`config.mk`:
```
export PLATFORM = sky130hd
export DESIGN_NAME = uncache_wbuf
export DESIGN_NICKNAME = d
export VERILOG_FILES = /design/src/rtl/uncache_pkg.sv /design/src/rtl/uncache_wbuf_fifo.sv /design/src/rtl/uncache_wbuf.sv
export SDC_FILE = /design/constraint.sdc
export NUM_CORES = 1
export LEC_CHECK = 0
export BUFFER_PORTS_ARGS = -buffer_cell sky130_fd_sc_hd__buf_2
export CAP_MARGIN = 20
export CORE_MARGIN = 1.5
export CORE_UTILIZATION = 51
export CTS_CLUSTER_DIAMETER = 120
export CTS_CLUSTER_SIZE = 16
export DETAILED_ROUTE_END_ITERATION = 10
export HOLD_SLACK_MARGIN = 0.02
export PLACE_DENSITY = 0.78
export SETUP_SLACK_MARGIN = 0.4
export SYNTH_ARGS = -nofsm -noshare
export SYNTH_HDL_FRONTEND = slang
export SYNTH_SLANG_ARGS = --single-unit
```
`constraint.sdc`:
```
create_clock -name clk -period 3 [get_ports clk]
set_input_delay 0 -clock clk [delete_from_list [all_inputs] [get_ports clk]]
set_output_delay 0 -clock clk [all_outputs]
set_load 0.03 [all_outputs]
```
`src/rtl/uncache_pkg.sv`:
```
// Shared types and helpers for the uncached access unit.
// Holds the FSM state encoding, AXI size codes and the byte-enable to size mapping.
package uncache_pkg;

  typedef enum logic [2:0] {
    ST_IDLE    = 3'd0,
    ST_WR_REQ  = 3'd1,
    ST_WR_RESP = 3'd2,
    ST_RD_REQ  = 3'd3,
    ST_RD_DONE = 3'd4
  } state_t;

  localparam logic [2:0] SIZE_1B   = 3'd0;
  localparam logic [2:0] SIZE_2B   = 3'd1;
  localparam logic [2:0] SIZE_4B   = 3'd2;
  localparam logic [2:0] SIZE_8B   = 3'd3;
  localparam logic [2:0] SIZE_16B  = 3'd4;
  localparam logic [2:0] SIZE_32B  = 3'd5;
  localparam logic [2:0] SIZE_64B  = 3'd6;
  localparam logic [2:0] SIZE_128B = 3'd7;

  localparam int unsigned MAX_BE_W  = 128;
  localparam int unsigned BE_IDX_W  = $clog2(MAX_BE_W);

  // Map a byte-enable pattern (nbytes lanes wide) to an AXI size code.
  // Single byte -> 1B, aligned contiguous pair -> 2B, everything else -> full width.
  function automatic logic [2:0] be_to_size(input logic [MAX_BE_W-1:0] be,
                                            input int unsigned nbytes);
    int unsigned ones;
    logic        pair;
    logic [2:0]  full_code;
    ones      = 0;
    pair      = 1'b0;
    full_code = SIZE_1B;
    for (int unsigned k = 0; k < 8; k++)
      if ((32'd1 << k) == nbytes) full_code = 3'(k);
    for (int unsigned i = 0; i < MAX_BE_W; i++)
      if (i < nbytes && be[BE_IDX_W'(i)]) ones++;
    for (int unsigned k = 0; k < MAX_BE_W / 2; k++)
      if ((2 * k + 1) < nbytes && be[BE_IDX_W'(2 * k)] && be[BE_IDX_W'(2 * k + 1)]) pair = 1'b1;
    if (ones == nbytes)          return full_code;
    else if (ones == 1)          return SIZE_1B;
    else if (ones == 2 && pair)  return SIZE_2B;
    else                         return full_code;
  endfunction

endpackage

```
`src/rtl/uncache_wbuf_fifo.sv`:
```
// Synchronous FIFO backing the posted-write buffer.
// Ports: clk/rst (sync, active-low), push/din enqueue, pop dequeue,
// head = oldest entry, full/empty status. Push while full and pop while
// empty are ignored.
module uncache_wbuf_fifo #(
  parameter int unsigned W     = 8,
  parameter int unsigned DEPTH = 4
) (
  input  logic         clk,
  input  logic         rst,
  input  logic         push,
  input  logic         pop,
  input  logic [W-1:0] din,
  output logic [W-1:0] head,
  output logic         full,
  output logic         empty
);

  localparam int unsigned PTR_W = $clog2(DEPTH);
  localparam int unsigned CNT_W = PTR_W + 1;

  logic [W-1:0]     mem [DEPTH];
  logic [PTR_W-1:0] wr_ptr;
  logic [PTR_W-1:0] rd_ptr;
  logic [CNT_W-1:0] count;
  logic             do_push;
  logic             do_pop;

  assign full    = (count == CNT_W'(DEPTH));
  assign empty   = (count == '0);
  assign do_push = push & ~full;
  assign do_pop  = pop & ~empty;
  assign head    = mem[rd_ptr];

  // Pointers wrap naturally because DEPTH is a power of two.
  always_ff @(posedge clk) begin
    if (!rst) begin
      wr_ptr <= '0;
      rd_ptr <= '0;
      count  <= '0;
    end else begin
      if (do_push) wr_ptr <= wr_ptr + PTR_W'(1);
      if (do_pop)  rd_ptr <= rd_ptr + PTR_W'(1);
      case ({do_push, do_pop})
        2'b10:   count <= count + CNT_W'(1);
        2'b01:   count <= count - CNT_W'(1);
        default: count <= count;
      endcase
    end
  end

  // Storage needs no reset; count gates every read of it.
  always_ff @(posedge clk) begin
    if (do_push) mem[wr_ptr] <= din;
  end

endmodule

```
`src/rtl/uncache_wbuf.sv`:
```
// Uncached access unit with a posted write buffer.
// Stores go into a FIFO and drain to AXI in order; loads and fences stall
// until the buffer has drained, then loads do a single-beat AXI read.
// Ports: clk/rst (sync, active-low); AXI_* bus side; cpu_* request side;
// cpu_stall (combinational); wb_empty (no buffered or in-flight write).
module uncache_wbuf
  import uncache_pkg::*;
#(
  parameter int unsigned ADDR_W   = 32,
  parameter int unsigned DATA_W   = 32,
  parameter int unsigned WB_DEPTH = 4
) (
  input  logic                clk,
  input  logic                rst,
  input  logic                AXI_rd_dready,
  input  logic                AXI_rd_last,
  input  logic                AXI_rd_addr_clear,
  input  logic [DATA_W-1:0]   AXI_rd_data,
  input  logic                AXI_wr_next,
  input  logic                AXI_wr_ok,
  input  logic                AXI_wr_addr_clear,
  output logic [ADDR_W-1:0]   AXI_addr,
  output logic                AXI_addr_valid,
  output logic                AXI_we,
  output logic                AXI_rd_rready,
  output logic                AXI_wr_dready,
  output logic                AXI_wr_last,
  output logic                AXI_response_rready,
  output logic [2:0]          AXI_size,
  output logic [7:0]          AXI_lens,
  output logic [DATA_W-1:0]   AXI_wr_data,
  output logic [DATA_W/8-1:0] AXI_byte_enable,
  input  logic [ADDR_W-1:0]   cpu_addr,
  input  logic [DATA_W-1:0]   cpu_wrdata,
  input  logic [DATA_W/8-1:0] cpu_byteenable,
  input  logic                cpu_read,
  input  logic                cpu_write,
  input  logic                cpu_new_ins,
  input  logic                cpu_fence,
  output logic [DATA_W-1:0]   cpu_rddata,
  output logic                cpu_stall,
  output logic                wb_empty
);

  localparam int unsigned BE_W    = DATA_W / 8;
  localparam int unsigned ENTRY_W = ADDR_W + DATA_W + BE_W;

  state_t              state;
  logic                done;
  logic [ADDR_W-1:0]   ld_addr;
  logic [BE_W-1:0]     ld_be;
  logic [ENTRY_W-1:0]  fifo_head;
  logic [ADDR_W-1:0]   head_addr;
  logic [DATA_W-1:0]   head_data;
  logic [BE_W-1:0]     head_be;
  logic                fifo_full;
  logic                fifo_empty;
  logic                in_wr;
  logic                push;
  logic                pop;
  logic                load_req;
  logic                fence_req;
  logic                unused_inputs;

  // Single-beat bus, so beat pacing and last-beat flags carry no information.
  assign unused_inputs = AXI_wr_next ^ AXI_rd_last;

  assign in_wr     = (state == ST_WR_REQ) || (state == ST_WR_RESP);
  assign push      = cpu_write & cpu_new_ins;
  assign pop       = in_wr & AXI_wr_ok;
  assign load_req  = cpu_read & cpu_new_ins;
  assign fence_req = cpu_fence & cpu_new_ins;

  uncache_wbuf_fifo #(
    .W     (ENTRY_W),
    .DEPTH (WB_DEPTH)
  ) u_fifo (
    .clk   (clk),
    .rst   (rst),
    .push  (push),
    .pop   (pop),
    .din   ({cpu_addr, cpu_wrdata, cpu_byteenable}),
    .head  (fifo_head),
    .full  (fifo_full),
    .empty (fifo_empty)
  );

  assign {head_addr, head_data, head_be} = fifo_head;

  // Bus payload: head entry while writing, latched load request otherwise.
  assign AXI_addr        = in_wr ? head_addr : ld_addr;
  assign AXI_wr_data     = in_wr ? head_data : '0;
  assign AXI_byte_enable = in_wr ? head_be   : ld_be;
  assign AXI_lens        = 8'd0;

  assign wb_empty  = fifo_empty & ~in_wr;
  // Full is the pre-pop view, so a push meeting a pop waits one cycle.
  assign cpu_stall = cpu_new_ins & ((((cpu_read | cpu_fence) & ~done)) | (cpu_write & fifo_full));

  // Bus sequencing FSM; draining writes always wins over an issued load.
  always_ff @(posedge clk) begin
    if (!rst) begin
      state               <= ST_IDLE;
      done                <= 1'b0;
      AXI_addr_valid      <= 1'b0;
      AXI_we              <= 1'b0;
      AXI_rd_rready       <= 1'b0;
      AXI_wr_dready       <= 1'b0;
      AXI_wr_last         <= 1'b0;
      AXI_response_rready <= 1'b0;
      AXI_size            <= SIZE_1B;
      ld_addr             <= '0;
      ld_be               <= '0;
      cpu_rddata          <= '0;
    end else begin
      done <= 1'b0;
      case (state)
        ST_IDLE: begin
          if (!fifo_empty) begin
            state               <= ST_WR_REQ;
            AXI_we              <= 1'b1;
            AXI_addr_valid      <= 1'b1;
            AXI_wr_dready       <= 1'b1;
            AXI_wr_last         <= 1'b1;
            AXI_response_rready <= 1'b1;
            AXI_size            <= be_to_size(MAX_BE_W'(head_be), BE_W);
          end else if (load_req) begin
            state          <= ST_RD_REQ;
            AXI_we         <= 1'b0;
            AXI_addr_valid <= 1'b1;
            AXI_rd_rready  <= 1'b1;
            ld_addr        <= cpu_addr;
            ld_be          <= cpu_byteenable;
            AXI_size       <= be_to_size(MAX_BE_W'(cpu_byteenable), BE_W);
          end else if (fence_req && !done) begin
            // Buffer drained and bus idle: fence completes for one cycle.
            done <= 1'b1;
          end
        end
        ST_WR_REQ, ST_WR_RESP: begin
          if (AXI_wr_ok) begin
            state               <= ST_IDLE;
            AXI_we              <= 1'b0;
            AXI_addr_valid      <= 1'b0;
            AXI_wr_dready       <= 1'b0;
            AXI_wr_last         <= 1'b0;
            AXI_response_rready <= 1'b0;
          end else if (state == ST_WR_REQ && AXI_wr_addr_clear) begin
            state          <= ST_WR_RESP;
            AXI_addr_valid <= 1'b0;
          end
        end
        ST_RD_REQ: begin
          if (AXI_rd_addr_clear) AXI_addr_valid <= 1'b0;
          if (AXI_rd_dready) begin
            state          <= ST_RD_DONE;
            cpu_rddata     <= AXI_rd_data;
            AXI_addr_valid <= 1'b0;
            AXI_rd_rready  <= 1'b0;
            done           <= 1'b1;
          end
        end
        ST_RD_DONE: state <= ST_IDLE;
        default:    state <= ST_IDLE;
      endcase
    end
  end

endmodule

```
* Word-level counts from Yosys, hierarchy flattened
Memories as Yosys holds them, arrays and structs flattened. A register that Yosys moved wholly into a read port is not among the register bits.
Index checks and enable logic that the tools add are counted.
W data, S select, Z words.
** Storage, ports and cells
- Memories kept :: 1
- Logic and storage cells :: 176
- Memory bits (writable) :: 272
- Bits in registers :: 86
- Output and inout port bits :: 119
** Operators by class
- Reduce and logical (&&, ||, !) cells :: 25
- Multiplexer cells :: 90
- Equality and inequality tests :: 21
- Add/sub/neg operators :: 10
- Bitwise logic cells :: 16
** Memories
- u_fifo.mem :: depth 4, bits a word 68, rd ports 1, clocked after memory_dff 1, write ports 1, RTL line uncache_wbuf_fifo.sv:22 : logic [W-1:0] mem [DEPTH];
** Operator list (number)
- $mux W32 :: 36
- $add A32 B1 Y32 const B :: 6
- $eq A32 B1 Y1 const B :: 2
- $eq A32 B2 Y1 const B :: 2
- $eq A32 B3 Y1 const B :: 2
- $mux W1 :: 31
- $mux W3 :: 7
- $mux W2 :: 8
- $reduce_and A3 Y1 :: 4
- $and A1 B1 Y1 :: 10
- $ne A2 B2 Y1 const B :: 5
- $ne A3 B3 Y1 const B :: 3
- $pmux W3 S3 :: 1
- $logic_and A1 B1 Y1 :: 8
- $pmux W1 S2 :: 4
- $reduce_and A4 Y1 :: 2
- $eq A3 B2 Y1 const B :: 2
- $logic_not A3 Y1 :: 2
- $pmux W3 S2 :: 1
- $reduce_bool A2 Y1 :: 3
- $add A2 B1 Y2 const B :: 2
- $mux W4 :: 1
- $not A1 Y1 :: 4
- $reduce_and A2 Y1 :: 2
- 13 further kinds :: 14

* Logic depth before layout (Yosys ltp)
- Depth in word-level cells :: 30
- Mapped depth :: 12
- Mapped depth without buffers :: 10

* By module
From an unflattened synthesis, not the netlist that was laid out.
** Unflattened totals
- Cell total of the unflattened synthesis :: 929
- Area total of the unflattened synthesis :: 14569.0 µm²
** Modules (own cells, without submodules)
- uncache_wbuf_fifo :: instances 1, cells each 410, area each 10324.9 µm²
- uncache_wbuf :: instances 1, cells each 519, area each 4244.1 µm²

* Worst setup path after synthesis
Ideal clock, no wire load.
- Path kind :: reg-to-reg
- From :: register (tool-made name)
- To :: register AXI_size[1]
- Data required time :: 2.927 ns
- Buffers on the path :: 2
- Arrival time :: 2.994 ns
- Cell stages (with the launch flop) :: 12
- Setup slack :: -0.067 ns
- Library setup time :: 0.073 ns
- Cells stage by stage :: dfxtp_1 > buf_6 > clkbuf_1 > mux4_2 > inv_1 > ha_1 > xor2_1 > ha_1 > nor4b_1 > or3_1 > or3b_1 > o211ai_2
** RTL lines
- end signal: assignment :: RTL line uncache_wbuf.sv:126 : AXI_size <= be_to_size(MAX_BE_W'(head_be), BE_W);
- end signal: assignment :: RTL line uncache_wbuf.sv:134 : AXI_size <= be_to_size(MAX_BE_W'(cpu_byteenable), BE_W);
- end: declaration :: RTL line uncache_wbuf.sv:29 : output logic [2:0] AXI_size,

==> flow_summary_export.csv <==
group,metric,value,unit
status,status,"finished clean",
cts,clk_path_buf_depth,3,
timing,finalClockSkew,0.0147,ns
cts,clkLatencyLatePin,0.54,ns
synth,synth_compound_area_share,5.00,%
detailed_routing,drtPass1Iterations,4,
timing,tightestPinTransition,0.722,ns
cts,cts_buffers,26,
grt,grt_pass1_wl,46.0,mm
timing,fin_crit_sh,86.3,%
floorplan,initial_utilization,51.6,%
timing,hold_viol_final,0,
cts,clkSlewWorstSetupHoldPaths,0.08,ns
floorplan,io_pins,231,
detailed_routing,vias,8463,
timing,slew_headroom,51.5,%
detailed_routing,maxUsedRoutingLayer,"met4",
timing,fin_crit,2.59,ns
critical_path,crit_arrival,3.04,ns
floorplan,die_h,170,µm
synth,ys.warnings.count,0,
detailed_routing,drc,0,
final_layout,area_growth,24.3,%
final_layout,most-common-layout-cells,"272 x edfxtp_1, 219 x buf_2, 146 x nand2_1",
detailed_routing,drt_first_iter_violations,549,
synth,synth_flop_cell,"edfxtp_1",
flow_run,maxCapViolations,0,
critical_path,cp_slowest_cell,"mux4_2",
final_layout,post-route-util,64.1,%
detailed_routing,met2RoutedLength,15.2,mm
placement,dp_hpwl,17.6,mm
synth,synth_area,14300,µm²
synth,yosysSeqAreaShare,69.3,%
final_layout,antenna_cells,0,
grt,grt_max_degree,74,
critical_path,worstSetupPathType,"register to register",
timing,rsz0062_at_grt,"yes",
synth,synth_area_per_cell,15.9,µm²
placement,finalWeightedCongestion,0.779,
floorplan,die_w,170,µm
critical_path,crit_required,3.45,ns
pwr,ir_worst_vdd,0.452,mV
critical_path,crit_path_start_kind,"register",
floorplan,coreArea,27700,µm²
synth,yosys.area_share.simple,7.78,%
critical_path,critPathMaxStageDelay,0.55,ns
synth,synth_fa_ha_area_share,1.10,%
timing,worst_slack,0.412,ns
grt,overflow,0,
synth,ys_types,50,
detailed_routing,routedWlPerCell,18.6,µm
floorplan,fp-row-count,61,
detailed_routing,dr_wl_met3,1.80,mm
final_layout,layout-drive-gt1-share,32.0,%
synth,synthCells,898,
final_layout,fillers,1948,
timing,fmax,386,MHz
timing,finalSetupViolations,0,
critical_path,path_max_fanout,5,
timing,setup-tns-final,0,ns
synth,synth-edff-count,272,
placement,place.port_buffers,219,
final_layout,fin_nets,1351,
timing,maxSlewViolCount,0,
grt,grt_pass1_vias,8667,
cts,htree_num_levels,1,
cts,cts_tree,"done",
critical_path,cp-end-kind,"register",
synth,async_reset_ff_share,0,%
detailed_routing,wirelength,30.2,mm
synth,synth_seq_cells,359,
synth,synth_top_family_by_area,"multiplexers",
detailed_routing,met1_length,12.5,mm
detailed_routing,drtAntennaViolNets,0,
pwr,p_per_area,711,nW/µm²
grt,antenna_found_initial,0,
synth,synth-xor-area-share,0.612,%
critical_path,crit_path_cell_trace,"mux4_2 -> inv_2 -> ha_4 -> xor2_2 -> ha_2 -> nor4b_1 -> or3_1 -> nand2_1 -> a221oi_1",
timing,timing.hold.ws,0.0505,ns
cts,clock-sinks,359,
placement,dp_slack,0.365,ns
final_layout,final_common_cell,"edfxtp_1",
synth,synthMuxAreaShare,13.8,%
worst_hold_path,hold_class,"input port to register",
detailed_routing,vias_per_cell,5.21,
cts,clk_root_buffer_cell,"clkbuf_16",
grt,grt_use_total,20.7,%
floorplan,die-area,29100,µm²
pwr,leakage,6.38,nW
final_layout,final_cells,1625,
placement,dp.cells,1466,
==> metal layers <==
layer	vias up	track usage, %
met1	4199	26.0
met2	220	36.2
met4	0	5.96
met3	53	4.42
li1	3991	-
met5	-	0
==> through the flow <==
stage | power (mW) | instance area [µm²]
2_1_floorplan | 8.29 | 14400
3_3_place_gp | 9.27 | 15900
3_5_place_dp | 9.31 | 15900
4_1_cts | 12.7 | 17700
5_1_grt | 13.2 | 17800
6_report | 12.6 | 17800
==> cell families (layout without fill, tap and decap cells) <==
family | count (synthesis) | count (layout)
AOI/OAI and AO/OA | 100 | 100
xor gates and xnor gates | 10 | 10
adders and majority gates | 12 | 12
buffers and inverters | 71 | 412
DFF | 359 | 359
muxes | 108 | 108
other | 1 | 9
and+or+nand+nor | 237 | 237
==> synth_stat cells (3+ instances only) <==
master / n / area share, %
ha_1: 11 / 0.96
buf_1: 5 / 0.13
buf_4: 11 / 0.58
dfxtp_1: 87 / 12
or3_1: 4 / 0.17
a21oi_1: 9 / 0.31
inv_1: 11 / 0.29
xor2_1: 5 / 0.31
a21boi_0: 71 / 3.7
mux2i_1: 3 / 0.21
o21ai_0: 8 / 0.28
nand3_1: 3 / 0.10
nor2b_1: 4 / 0.17
mux2_2: 37 / 2.9
buf_2: 10 / 0.35
nand2b_1: 4 / 0.17
clkbuf_1: 32 / 0.84
nor3_1: 5 / 0.17
nor2_1: 8 / 0.21
mux4_2: 68 / 11
xnor2_1: 5 / 0.31
nand2_1: 146 / 3.8
and2_1: 47 / 2.1
edfxtp_1: 272 / 57
==> power breakdown <==
| group | switching (mW) | total, mW | internal [mW] |
|---|---|---|---|
| sequential | 0.104 | 5.65 | 5.55 |
| combinational | 2.35 | 3.69 | 1.34 |
| clock | 1.59 | 3.29 | 1.69 |
| total | 4.05 | 12.6 | 8.58 |
==> repair_timing <==
item	CTS	global route
hold buffers	106	0
setup buffers	2	3
resized for setup	6	6
hold endpoints to repair	348	0
setup endpoints to repair	69	39
pin swaps	0	3
==> flip-flops by register name, summed over array words and instances, names as in the netlist, named ones only <==
signal,cells
u_fifo.mem,272
cpu_rddata,32
ld_addr,32
ld_be,4
state,3
u_fifo.count,3
AXI_size,2
u_fifo.rd_ptr,2
u_fifo.wr_ptr,2
AXI_addr_valid,1
AXI_rd_rready,1
AXI_response_rready,1
AXI_we,1
done,1
==> final timing paths <==
kind | depth (start not counted) | end | slack (ns) | startpoint
setup reg to reg | 9 | AXI_size[0] | 0.41 | register
hold / removal | 6 | u_fifo.wr_ptr[1] | 0.05 | cpu_write
setup / recovery | 9 | AXI_size[0] | 0.41 | register
hold reg to reg | 2 | ld_addr[18] | 0.46 | ld_addr[18]
==> cell type report <==
| cell class | instances | area [µm²] | area share, % |
|---|---|---|---|
| sequential | 359 | 9920 | 55.8 |
| multi-input combinational | 476 | 4140 | 23.3 |
| timing repair buffer | 353 | 2430 | 13.7 |
| clock buffer | 47 | 751 | 4.23 |
| tap | 378 | 473 | 2.66 |
| inverter | 11 | 41.3 | 0.232 |
| clock inverter | 1 | 11.3 | 0.0634 |
==> critical path, delay by kind of cell, from the launching register on <==
kind                     cells  cell delay, ns
AND/OR/NAND/NOR              3            0.61
flip-flops                   1            0.39
adder cells (fa/ha/maj)      2            0.43
AO/OA/AOI/OAI                1            0.24
XOR/XNOR                     1            0.17
buffers and inverters        1            0.09
multiplexers                 1            0.55
Note: power is estimated with default switching activity, not from simulation.
